===== src/rtl/core_pkg.sv =====
// Shared core definitions: address width, reset vector and address type.
package core_pkg;

    localparam int unsigned XLEN = 32;

    localparam logic [XLEN-1:0] RESET_VECTOR = 32'h0000_0000;

    typedef logic [XLEN-1:0] addr_t;

endpackage : core_pkg


===== src/rtl/program_counter.sv =====
// Program counter register for the single-cycle core.
// Holds the fetch address. Each rising edge loads pc_next verbatim, and a
// synchronous reset forces RESET_VECTOR instead.
// Optional build macro PC_MISALIGN_FLAG_EN adds a registered 'misaligned'
// debug flag that is set when the low two address bits are non-zero.
module program_counter #(
    parameter int unsigned            WIDTH        = core_pkg::XLEN,
    parameter logic [WIDTH-1:0]       RESET_VECTOR = WIDTH'(core_pkg::RESET_VECTOR)
) (
    input  logic             clk,
    input  logic             reset,
    input  logic [WIDTH-1:0] pc_next,
`ifdef PC_MISALIGN_FLAG_EN
    output logic             misaligned,
`endif
    output logic [WIDTH-1:0] curr_pc
);

    // The power-up value matches reset, so curr_pc is defined before the first edge.
    logic [WIDTH-1:0] pc_q = RESET_VECTOR;

    // PC register: reset has priority, otherwise load the datapath value unchanged.
    always_ff @(posedge clk) begin
        if (reset) begin
            pc_q <= RESET_VECTOR;
        end else begin
            pc_q <= pc_next;
        end
    end

    assign curr_pc = pc_q;

`ifdef PC_MISALIGN_FLAG_EN
    logic misaligned_q = 1'b0;

    // Alignment flag computed from the incoming value so it lines up with curr_pc.
    always_ff @(posedge clk) begin
        if (reset) begin
            misaligned_q <= 1'b0;
        end else begin
            misaligned_q <= (pc_next[1:0] != 2'b00);
        end
    end

    assign misaligned = misaligned_q;
`endif

endmodule : program_counter


===== config.mk =====
export PLATFORM = sky130hd
export DESIGN_NAME = program_counter
export DESIGN_NICKNAME = d
export VERILOG_FILES = /design/src/rtl/core_pkg.sv /design/src/rtl/program_counter.sv
export SDC_FILE = /design/constraint.sdc
export NUM_CORES = 1
export LEC_CHECK = 0
export CAP_MARGIN = 30
export CORE_ASPECT_RATIO = 0.7
export CORE_MARGIN = 2
export CORE_UTILIZATION = 32
export CTS_CLUSTER_DIAMETER = 100
export DETAILED_ROUTE_END_ITERATION = 7
export GPL_ROUTABILITY_DRIVEN = 0
export PLACE_DENSITY = 0.77
export SLEW_MARGIN = 25
export SYNTH_ARGS = -nofsm -noshare
export SYNTH_HDL_FRONTEND = slang
export SYNTH_SLANG_ARGS = --single-unit
export TNS_END_PERCENT = 100

===== constraint.sdc =====
create_clock -name clk -period 0.8 [get_ports clk]
set_input_delay 0.16 -clock clk [delete_from_list [all_inputs] [get_ports clk]]
set_output_delay 0.16 -clock clk [all_outputs]
set_load 0.02 [all_outputs]

# Word-level counts from Yosys, hierarchy flattened
# Cells that the tools add are included.
# word_totals
reg_bits	32
inputBits	34
word_cells	1

# Depth between registers and ports, before layout
# Gate-level depths: netlist of the first run.
# depth
ltp_word	0
mapped_depth	2

# Worst setup path after synthesis of the first run
# Ideal clock, no wire load.
# synth_timing
path_type	reg-to-output
start	register pc_q[0] (netlist: curr_pc[0])
end	output port curr_pc[0]
arrival_time_ns	0.395
t_required_ns	0.640
slack_ns	0.245
path_stages_with_launch	1
cell_sequence	dfxtp_1
# synth_lines
element	line	rtl
start: declaration	program_counter.sv:20	logic [WIDTH-1:0] pc_q = RESET_VECTOR;
start signal: assignment	program_counter.sv:27	pc_q <= pc_next;
end: declaration	program_counter.sv:16	output logic [WIDTH-1:0] curr_pc
# No word-level cell between the ends.

# Worst setup path after layout of the first run
# layout_timing
start	register pc_q[17] (netlist: curr_pc[17])
end	output port curr_pc[17]
# No word-level cell between the ends.

==> impl_metrics.xml, run 1 <==
<?xml version="1.0" encoding="UTF-8"?>
<metrics>
  <group name="layout">
    <metric name="post_layout_nonfiller_instances" unit="">172</metric>
    <metric name="number_of_flip_flops_under_the_largest_register_name" unit="">32</metric>
    <metric name="finish.utilization" unit="%">67.9</metric>
    <metric name="final_net_count" unit="">172</metric>
    <metric name="antenna_cells_inserted" unit="">0</metric>
    <metric name="drive_gt1_share" unit="%">52.2</metric>
    <metric name="area_growth" unit="%">97.7</metric>
  </group>
  <group name="timing">
    <metric name="final-max-slew-violation-count" unit="">0</metric>
    <metric name="tns" unit="ns">-2.19</metric>
    <metric name="postLayoutSetupSlackWorst" unit="ns">-0.0753</metric>
    <metric name="finalSetupViolCount" unit="">32</metric>
    <metric name="worst-slew-pin-transition" unit="ns">0.166</metric>
    <metric name="whs" unit="ns">0.422</metric>
    <metric name="timing.final.crit_period" unit="ns">0.875</metric>
    <metric name="fmax" unit="MHz">1140</metric>
    <metric name="grt_setup_unrepaired" unit="">true</metric>
    <metric name="finalCritPeriodShare" unit="%">109</metric>
    <metric name="finalHoldViolations" unit="">0</metric>
    <metric name="maxSlewHeadroom" unit="%">88.9</metric>
  </group>
  <group name="floorplan">
    <metric name="dieArea" unit="um^2">3140</metric>
    <metric name="num_rows" unit="">15</metric>
    <metric name="floorplan.initialDensity" unit="%">34.3</metric>
    <metric name="core-area" unit="um^2">2510</metric>
    <metric name="die_height" unit="um">47.5</metric>
    <metric name="floorplan.io_pins" unit="">66</metric>
    <metric name="die_x" unit="um">66.1</metric>
  </group>
  <group name="setup_path">
    <metric name="cp_max_fo" unit="">1</metric>
    <metric name="critical-path-slowest-cell" unit="">dfxtp_2</metric>
    <metric name="required_time_of_the_critical_path" unit="ns">0.64</metric>
    <metric name="crit_path_max_incr_delay" unit="ns">0.32</metric>
    <metric name="timing.setup.critical_path_class" unit="">reg -&gt; out</metric>
    <metric name="worstPathCellList" unit="">buf_6</metric>
    <metric name="path_depth" unit="">1</metric>
    <metric name="end_kind" unit="">output port</metric>
    <metric name="worst_path_dominant_cell_family" unit="">flip-flops</metric>
    <metric name="timing.critical_path.buf_inv" unit="">1</metric>
    <metric name="cp-start-kind" unit="">flip-flop</metric>
    <metric name="critical_path_arrival" unit="ns">0.72</metric>
    <metric name="cp-endpoint" unit="">curr_pc[17]</metric>
    <metric name="crit_path_start" unit="">curr_pc[17]</metric>
  </group>
  <group name="synth">
    <metric name="syn_avg_cell_area" unit="um^2">12.9</metric>
    <metric name="synthesis.area" unit="um^2">863</metric>
    <metric name="yosysSeqAreaShare" unit="%">74.2</metric>
    <metric name="synth.distinct_cells" unit="">3</metric>
    <metric name="yosys_register_bits" unit="">32</metric>
    <metric name="syn_nets" unit="">101</metric>
    <metric name="yosysWarningCount" unit="">0</metric>
    <metric name="synth_cells" unit="">67</metric>
  </group>
  <group name="placement">
    <metric name="placed_cells" unit="">165</metric>
    <metric name="placement.io_buffers" unit="">65</metric>
    <metric name="preCtsSetupSlack" unit="ns">-0.267</metric>
    <metric name="place_hpwl" unit="um">1490</metric>
  </group>
  <group name="route">
    <metric name="drtIter0Drc" unit="">28</metric>
    <metric name="vias_per_cell" unit="">3.93</metric>
    <metric name="first_pass_iters" unit="">2</metric>
    <metric name="dr_total_vias" unit="">676</metric>
    <metric name="drt-total-wl" unit="um">1890</metric>
    <metric name="antenna_left" unit="">0</metric>
    <metric name="wire_per_inst" unit="um">11.0</metric>
    <metric name="drc" unit="">0</metric>
  </group>
  <group name="run_status">
    <metric name="failing_checks" unit="">negative setup slack</metric>
    <metric name="outcome" unit="">finished with violations</metric>
  </group>
  <group name="pwr">
    <metric name="power_density" unit="nW/um^2">1980</metric>
    <metric name="power_frac_comb" unit="%">15.8</metric>
    <metric name="clock_power_share" unit="%">32.9</metric>
    <metric name="switching_share" unit="%">22.3</metric>
    <metric name="sequentialPowerShare" unit="%">51.3</metric>
    <metric name="total_leakage_power" unit="uW">0.000720</metric>
    <metric name="vdd_drop_max" unit="V">0.00128</metric>
    <metric name="power.switching" unit="uW">753</metric>
    <metric name="power_report.internal_total" unit="uW">2630</metric>
  </group>
  <group name="cts">
    <metric name="ctsRootBufferMaster" unit="">clkbuf_8</metric>
    <metric name="clock_tree.htree_level_count" unit="">2</metric>
    <metric name="cts.repair_timing.setup_buffer_count" unit="">0</metric>
    <metric name="cts.sinks" unit="">32</metric>
    <metric name="tritoncts" unit="">done</metric>
    <metric name="cts_max_path_buffers" unit="">2</metric>
    <metric name="cts-buffers-inserted" unit="">5</metric>
    <metric name="clk_pin_slew_worst_paths" unit="ns">0.06</metric>
  </group>
  <group name="flow_run">
    <metric name="max-cap-violations" unit="">0</metric>
  </group>
  <group name="worst_hold_path">
    <metric name="hp-start" unit="">pc_next[19]</metric>
    <metric name="min-delay-path-class" unit="">in -&gt; reg</metric>
  </group>
  <group name="global_route">
    <metric name="grt_pass1_wl" unit="um">2960</metric>
    <metric name="first_global_vias" unit="">663</metric>
    <metric name="grt_overflow" unit="">0</metric>
    <metric name="antenna_found_initial" unit="">0</metric>
    <metric name="maximum_number_of_pins_on_one_net_before_global_route_repair" unit="">18</metric>
    <metric name="grt_use_total" unit="%">14.0</metric>
  </group>
</metrics>
## cell usage after synthesis
cell type  number  share of area, %
buf_4           3               2.6
dfxtp_1        32                74
nor2b_1        32                23
## cell usage in the layout (no fill, tap or decap), drive strengths merged
cell type	instances
buf	34
clkinv	1
clkdlybuf4s50	33
nor2b	32
clkbuf	6
dfxtp	32
## how the worst min path moves through the flow
stage,endpoint,cells past startpoint
CTS,curr_pc[10],2
floorplan,curr_pc[29],1
global placement,curr_pc[27],2
global route,curr_pc[21],2
finish,curr_pc[19],2
detailed placement,curr_pc[10],2
## power groups by stage
stage                     combinational (uW)  sequential (uW)  clock [uW]
after detailed placement                 521             1740           0
final                                    533             1730        1110
after global placement                   515             1730           0
after floorplan                         76.6             1850           0
after global routing                     572             1740        1240
after CTS                                540             1740        1160
## metal layers
layer | global-route usage (%) | up-vias | wire (um)
li1 | - | 338 | -
met1 | 14.2 | 296 | 687
met2 | 21.4 | 37 | 937
met3 | 11.1 | 5 | 238
met4 | 7.35 | 0 | 28
met5 | 0 | - | 0
## timing repair
item                                    in CTS  in global routing
endpoints found under the setup margin      32                 32
hold endpoints to repair                     0                  0
pin swaps                                    0                  0
hold buffers                                 0                  0
gates resized for setup                    224                  0
## logic make-up after synthesis
kind of cell | after synthesis | synth area share, %
simple gates | 32 | 23.2
flops | 32 | 74.2
buf+inv | 3 | 2.61
## layout make-up
| cell class | instances | area (um^2) |
|---|---|---|
| clock inverters | 1 | 5.00 |
| clock buffers | 6 | 72.6 |
| well taps | 34 | 42.5 |
| flip-flops and latches | 32 | 681 |
| repair buffers | 67 | 706 |
| fillers | 201 | 808 |
| multi-input cells | 32 | 200 |
## stage by stage
step	instance area (um^2)	power [uW]
after detailed placement	1550	2260
after global routing	1710	3550
after CTS	1710	3440
after floorplan	863	1920
after global placement	1550	2250
final	1710	3380
Power figures use the tool's default switching activity.
==> inputs of run 2 (changes only) <==
==> constraint.sdc (replaced) <==
create_clock -name clk -period 1 [get_ports clk]
set_input_delay 0.2 -clock clk [delete_from_list [all_inputs] [get_ports clk]]
set_output_delay 0.2 -clock clk [all_outputs]
set_load 0.02 [all_outputs]
==> impl_metrics.xml, run 2 (synthesis results as in run 1) <==
<?xml version="1.0" encoding="UTF-8"?>
<metrics>
  <group name="run_status">
    <metric name="outcome" unit="">finished clean</metric>
  </group>
  <group name="setup_path">
    <metric name="timing.critical_path.buf_inv" unit="">1</metric>
    <metric name="cp-start-kind" unit="">flip-flop</metric>
    <metric name="critical-path-slowest-cell" unit="">dfxtp_1</metric>
    <metric name="crit_path_max_incr_delay" unit="ns">0.31</metric>
    <metric name="worstPathCellList" unit="">buf_2</metric>
    <metric name="timing.setup.critical_path_class" unit="">reg -&gt; out</metric>
    <metric name="required_time_of_the_critical_path" unit="ns">0.80</metric>
    <metric name="worst_path_dominant_cell_family" unit="">flip-flops</metric>
    <metric name="end_kind" unit="">output port</metric>
    <metric name="path_depth" unit="">1</metric>
    <metric name="critical_path_arrival" unit="ns">0.74</metric>
    <metric name="cp_max_fo" unit="">1</metric>
  </group>
  <group name="cts">
    <metric name="clk_pin_slew_worst_paths" unit="ns">0.06</metric>
    <metric name="cts.repair.resized" unit="">128</metric>
    <metric name="cts_max_path_buffers" unit="">2</metric>
    <metric name="cts.sinks" unit="">32</metric>
    <metric name="cts-hold-fix-buffers" unit="">0</metric>
    <metric name="clock_tree.htree_level_count" unit="">2</metric>
    <metric name="cts-buffers-inserted" unit="">5</metric>
    <metric name="cts.repair_timing.setup_buffer_count" unit="">0</metric>
    <metric name="tritoncts" unit="">done</metric>
    <metric name="ctsRootBufferMaster" unit="">clkbuf_8</metric>
  </group>
  <group name="floorplan">
    <metric name="num_rows" unit="">15</metric>
    <metric name="die_height" unit="um">47.5</metric>
    <metric name="die_x" unit="um">66.1</metric>
    <metric name="floorplan.initialDensity" unit="%">34.3</metric>
    <metric name="core-area" unit="um^2">2510</metric>
    <metric name="dieArea" unit="um^2">3140</metric>
    <metric name="floorplan.io_pins" unit="">66</metric>
  </group>
  <group name="timing">
    <metric name="final-max-slew-violation-count" unit="">0</metric>
    <metric name="postLayoutSetupSlackWorst" unit="ns">0.0606</metric>
    <metric name="timing.final.crit_period" unit="ns">0.939</metric>
    <metric name="finalHoldViolations" unit="">0</metric>
    <metric name="finalSetupViolCount" unit="">0</metric>
    <metric name="fmax" unit="MHz">1060</metric>
    <metric name="grt_setup_unrepaired" unit="">false</metric>
    <metric name="maxSlewHeadroom" unit="%">89.2</metric>
    <metric name="worst-slew-pin-transition" unit="ns">0.161</metric>
    <metric name="finalCritPeriodShare" unit="%">93.9</metric>
  </group>
  <group name="pwr">
    <metric name="power.switching" unit="uW">582</metric>
    <metric name="power_frac_comb" unit="%">12.9</metric>
    <metric name="power_report.internal_total" unit="uW">2100</metric>
    <metric name="sequentialPowerShare" unit="%">50.7</metric>
    <metric name="clock_power_share" unit="%">36.4</metric>
    <metric name="power_density" unit="nW/um^2">1810</metric>
    <metric name="finalPower" unit="uW">2680</metric>
    <metric name="total_leakage_power" unit="uW">0.000673</metric>
    <metric name="vdd_drop_max" unit="V">0.000935</metric>
    <metric name="switching_share" unit="%">21.7</metric>
  </group>
  <group name="layout">
    <metric name="mostFrequentLayoutCells" unit="">clkdlybuf4s50_1, nor2b_1, dfxtp_1, buf_2, clkbuf_8</metric>
    <metric name="mostFrequentLayoutCell" unit="">clkdlybuf4s50_1</metric>
    <metric name="drive_gt1_share" unit="%">28.8</metric>
    <metric name="final_net_count" unit="">172</metric>
    <metric name="antenna_cells_inserted" unit="">0</metric>
    <metric name="number_of_flip_flops_under_the_largest_register_name" unit="">32</metric>
    <metric name="area_growth" unit="%">71.3</metric>
  </group>
  <group name="route">
    <metric name="vias_per_cell" unit="">3.87</metric>
    <metric name="routed_wl_met3" unit="um">255</metric>
    <metric name="first_pass_iters" unit="">2</metric>
    <metric name="drtIter0Drc" unit="">12</metric>
    <metric name="dr_total_vias" unit="">669</metric>
    <metric name="drt-total-wl" unit="um">1830</metric>
    <metric name="detailed_routed_wire_length_on_met2" unit="um">890</metric>
    <metric name="drc" unit="">0</metric>
    <metric name="antenna_left" unit="">0</metric>
    <metric name="wire_per_inst" unit="um">10.6</metric>
    <metric name="route.top_layer_used" unit="">met4</metric>
    <metric name="m1WireLength" unit="um">651</metric>
  </group>
  <group name="placement">
    <metric name="placement.io_buffers" unit="">65</metric>
    <metric name="place_hpwl" unit="um">1450</metric>
    <metric name="preCtsSetupSlack" unit="ns">-0.112</metric>
  </group>
  <group name="global_route">
    <metric name="first_global_vias" unit="">677</metric>
    <metric name="maximum_number_of_pins_on_one_net_before_global_route_repair" unit="">18</metric>
    <metric name="grt_overflow" unit="">0</metric>
    <metric name="grt_use_total" unit="%">12.9</metric>
    <metric name="grt_pass1_wl" unit="um">2750</metric>
    <metric name="antenna_found_initial" unit="">0</metric>
  </group>
  <group name="worst_hold_path">
    <metric name="hold_path_depth" unit="">2</metric>
    <metric name="min-delay-path-class" unit="">in -&gt; reg</metric>
  </group>
  <group name="flow_run">
    <metric name="max-cap-violations" unit="">0</metric>
  </group>
</metrics>
-- run 2: cell types whose count changed in the layout (fill, tap and decap cells not counted) --
cell	previous run	this run
clkinv_2	1	0
dfxtp_2	32	0
buf_2	0	32
clkbuf_1	1	2
clkbuf_8	5	6
dfxtp_1	0	32
buf_6	32	0
-- run 2: final timing paths --
path / slack, ns / startpoint / end
worst max-delay path: 0.06 / curr_pc[14] / curr_pc[14]
worst min-delay path: 0.47 / pc_next[10] / curr_pc[10]
-- run 2: final cells by class --
| class | instances | area, um^2 |
|---|---|---|
| sequential | 32 | 641 |
| multi-input combinational | 32 | 200 |
| fill | 223 | 1040 |
| clock buffer | 8 | 90.1 |
| timing repair buffer | 67 | 505 |
| tap | 34 | 42.5 |
-- run 2: power groups by stage --
| stage | combinational [uW] | sequential [uW] | clock [uW] |
|---|---|---|---|
| after detailed placement | 416 | 1390 | 0 |
| after global routing | 374 | 1360 | 1080 |
| final | 347 | 1360 | 974 |
| after floorplan | 61.2 | 1480 | 0 |
| after global placement | 412 | 1390 | 0 |
| after CTS | 353 | 1360 | 1010 |
-- run 2: routing by layer --
layer | vias to the layer above | track usage [%]
met3 | 6 | 8.94
met2 | 37 | 21.0
met5 | - | 0
met4 | 0 | 9.80
met1 | 287 | 11.8
li1 | 339 | -
-- run 2: metrics by stage --
step | hold WS [ns] | util (%) | TNS, ns | cells | instance area, um^2
final | 0.472 | 58.8 | 0 | 173 | 1480
after CTS | 0.463 | 58.8 | 0 | 173 | 1480
after global routing | 0.469 | 58.8 | 0 | 173 | 1480
after global placement | 0.758 | 61.6 | -4.70 | 165 | 1550
after floorplan | 0.272 | - | 0 | 67 | 863
after detailed placement | 0.760 | 61.6 | -5.44 | 165 | 1550
==> RTL change, RTL diff (config.mk and constraints of run 2) <==
Put one more register stage on the output `curr_pc`, with the module's reset. The value now appears one clock later.
--- a/src/rtl/program_counter.sv
+++ b/src/rtl/program_counter.sv
@@ -30,3 +30,9 @@
 
-    assign curr_pc = pc_q;
+    always_ff @(posedge clk) begin
+        if (reset) begin
+            curr_pc <= '0;
+        end else begin
+            curr_pc <= pc_q;
+        end
+    end
 
Behaviour: not the same (Yosys sat finds a counterexample within 4 cycles, from zero or initial values and one cycle with reset high).
==> RTL change against run 2 <==
Via count increased by 62%; total power rose by 98%; area after synthesis rose by 120%; setup slack got worse by 0.040 ns; cell area grew 95%; synthesized cell count rose by 100%; wire length rose by 60%; sequential cell count up 32; critical path type unchanged; critical endpoint is now curr_pc[10]; largest cell class unchanged; largest power group unchanged; highest routed layer unchanged.
==> RTL change: results (changes against run 2) <==
| Metric | Value |
|---|---|
| Pre-CTS setup slack | `-0.1140 ns (-0.001616 ns)` |
| Clk pwr share | `39.5% (+3.1 points)` |
| DR pass1 iterations | `4 (+2)` |
| Final nets | `240 (+40%)` |
| Share of layout cells above drive strength 1 | `66.67% (+38 points)` |
| Routed WL per cell | `10.27 µm (-3.0%)` |
| Post-place instance area | `0.002614 mm² (+69%)` |
| Largest net degree at the start of global routing | `33 (+15)` |
| PD cells | `1837 mW/mm² (+1.5%)` |
| HP Start | `reset` |
| Peak supply drop | `0.0009593 V (+2.5%)` |
| Leakage | `1.172 nW (+74%)` |
| Wire length of the first global-routing pass | `4319 µm (+57%)` |
| Hpwl dp | `1913 µm (+31%)` |
| Placed cell count | `270 (+64%)` |
| Syn_area_per_cell | `14.21 µm² (+10%)` |
| Clock-cell share | `6.475% (+0.38 points)` |
| Final Util | `50.02% (-8.8 points)` |
| H-tree depth | `3 (+1)` |
| Vias in the first global route | `973 (+44%)` |
| Hold path depth | `3 (+1)` |
| WP data arrival | `0.78 ns (+0.04 ns)` |
| TritonCTS buffer count | `9 (+4)` |
| Post-synth cell types | `5 (+2)` |
| Seq/Total Area, Yosys | `66.80% (-7.4 points)` |
| Final std cell area, no fill | `0.002879 mm² (+95%)` |
| Top cells by area, synth | `dfxtp_1 67%, nor2b_2 27%, buf_6 2.9%` |
| Slew margin rel. | `86.08% (-3.2 points)` |
| Hold Slack | `0.2919 ns (-0.1803 ns)` |
| CTS Sinks | `64 (+100%)` |
| Fraction of standard cell area in multi-input logic | `19.12% (+5.6 points)` |
| Sequential cell area share | `45.85% (+2.5 points)` |
| Hold Path End | `curr_pc[17]` |
| Final non-filler cell total | `285 (+65%)` |
| Number of multi-input logic gates | `64 (+100%)` |
| Clock buffer cells | `11 (+3)` |
| CP max-delay cell | `dfxtp_2` |
| Signal buffers share of area | `25.29% (-8.9 points)` |
| Combinational-cell power consumption | `0.485 mW (+40%)` |
| Clock root buffer master | `clkbuf_8` |
| All-layer global routing usage | `9.519% (-3.4 points)` |
| Status | `finished clean` |
| Fillers | `510 (+130%)` |
| Net Sw Frac | `20.97% (-0.76 points)` |
| PortBufs | `65 (unchanged)` |
| Via density | `3.793 (-1.9%)` |
| Net count after synthesis | `169 (+67%)` |
| Most frequent cells after synthesis | `64 x dfxtp_1, 60 x nor2b_2, 5 x buf_6` |
==> RTL change: repair_timing <==
action,CTS,global route
hold buffers,0,0
resized for setup,183,40
setup endpoints to repair,32,32
==> RTL change: kinds of logic after synthesis <==
| logic type | count (synthesis) | share of synthesized area (%) |
|---|---|---|
| and+or+nand+nor | 64 | 28.70 |
| DFF | 64 | 66.80 |
| buffers and inverters | 7 | 4.501 |
==> RTL change: worst max path at each step <==
stage,slack [ns],end,cells past startpoint,start
floorplan,0.36,curr_pc[11],3,reset
global placement,-0.11,curr_pc[29],1,curr_pc[29]
detailed placement,-0.11,curr_pc[29],1,curr_pc[29]
CTS,0.000003,curr_pc[1],1,curr_pc[1]
global route,-0.02,curr_pc[3],1,curr_pc[3]
finish,0.02,curr_pc[10],1,curr_pc[10]
==> RTL change: layer usage <==
layer / global-route usage, % / wire [µm]
met5: 0 / 0
met4: 6.338 / 53
met3: 6.848 / 302
met2: 14.84 / 1348
met1: 9.030 / 1222
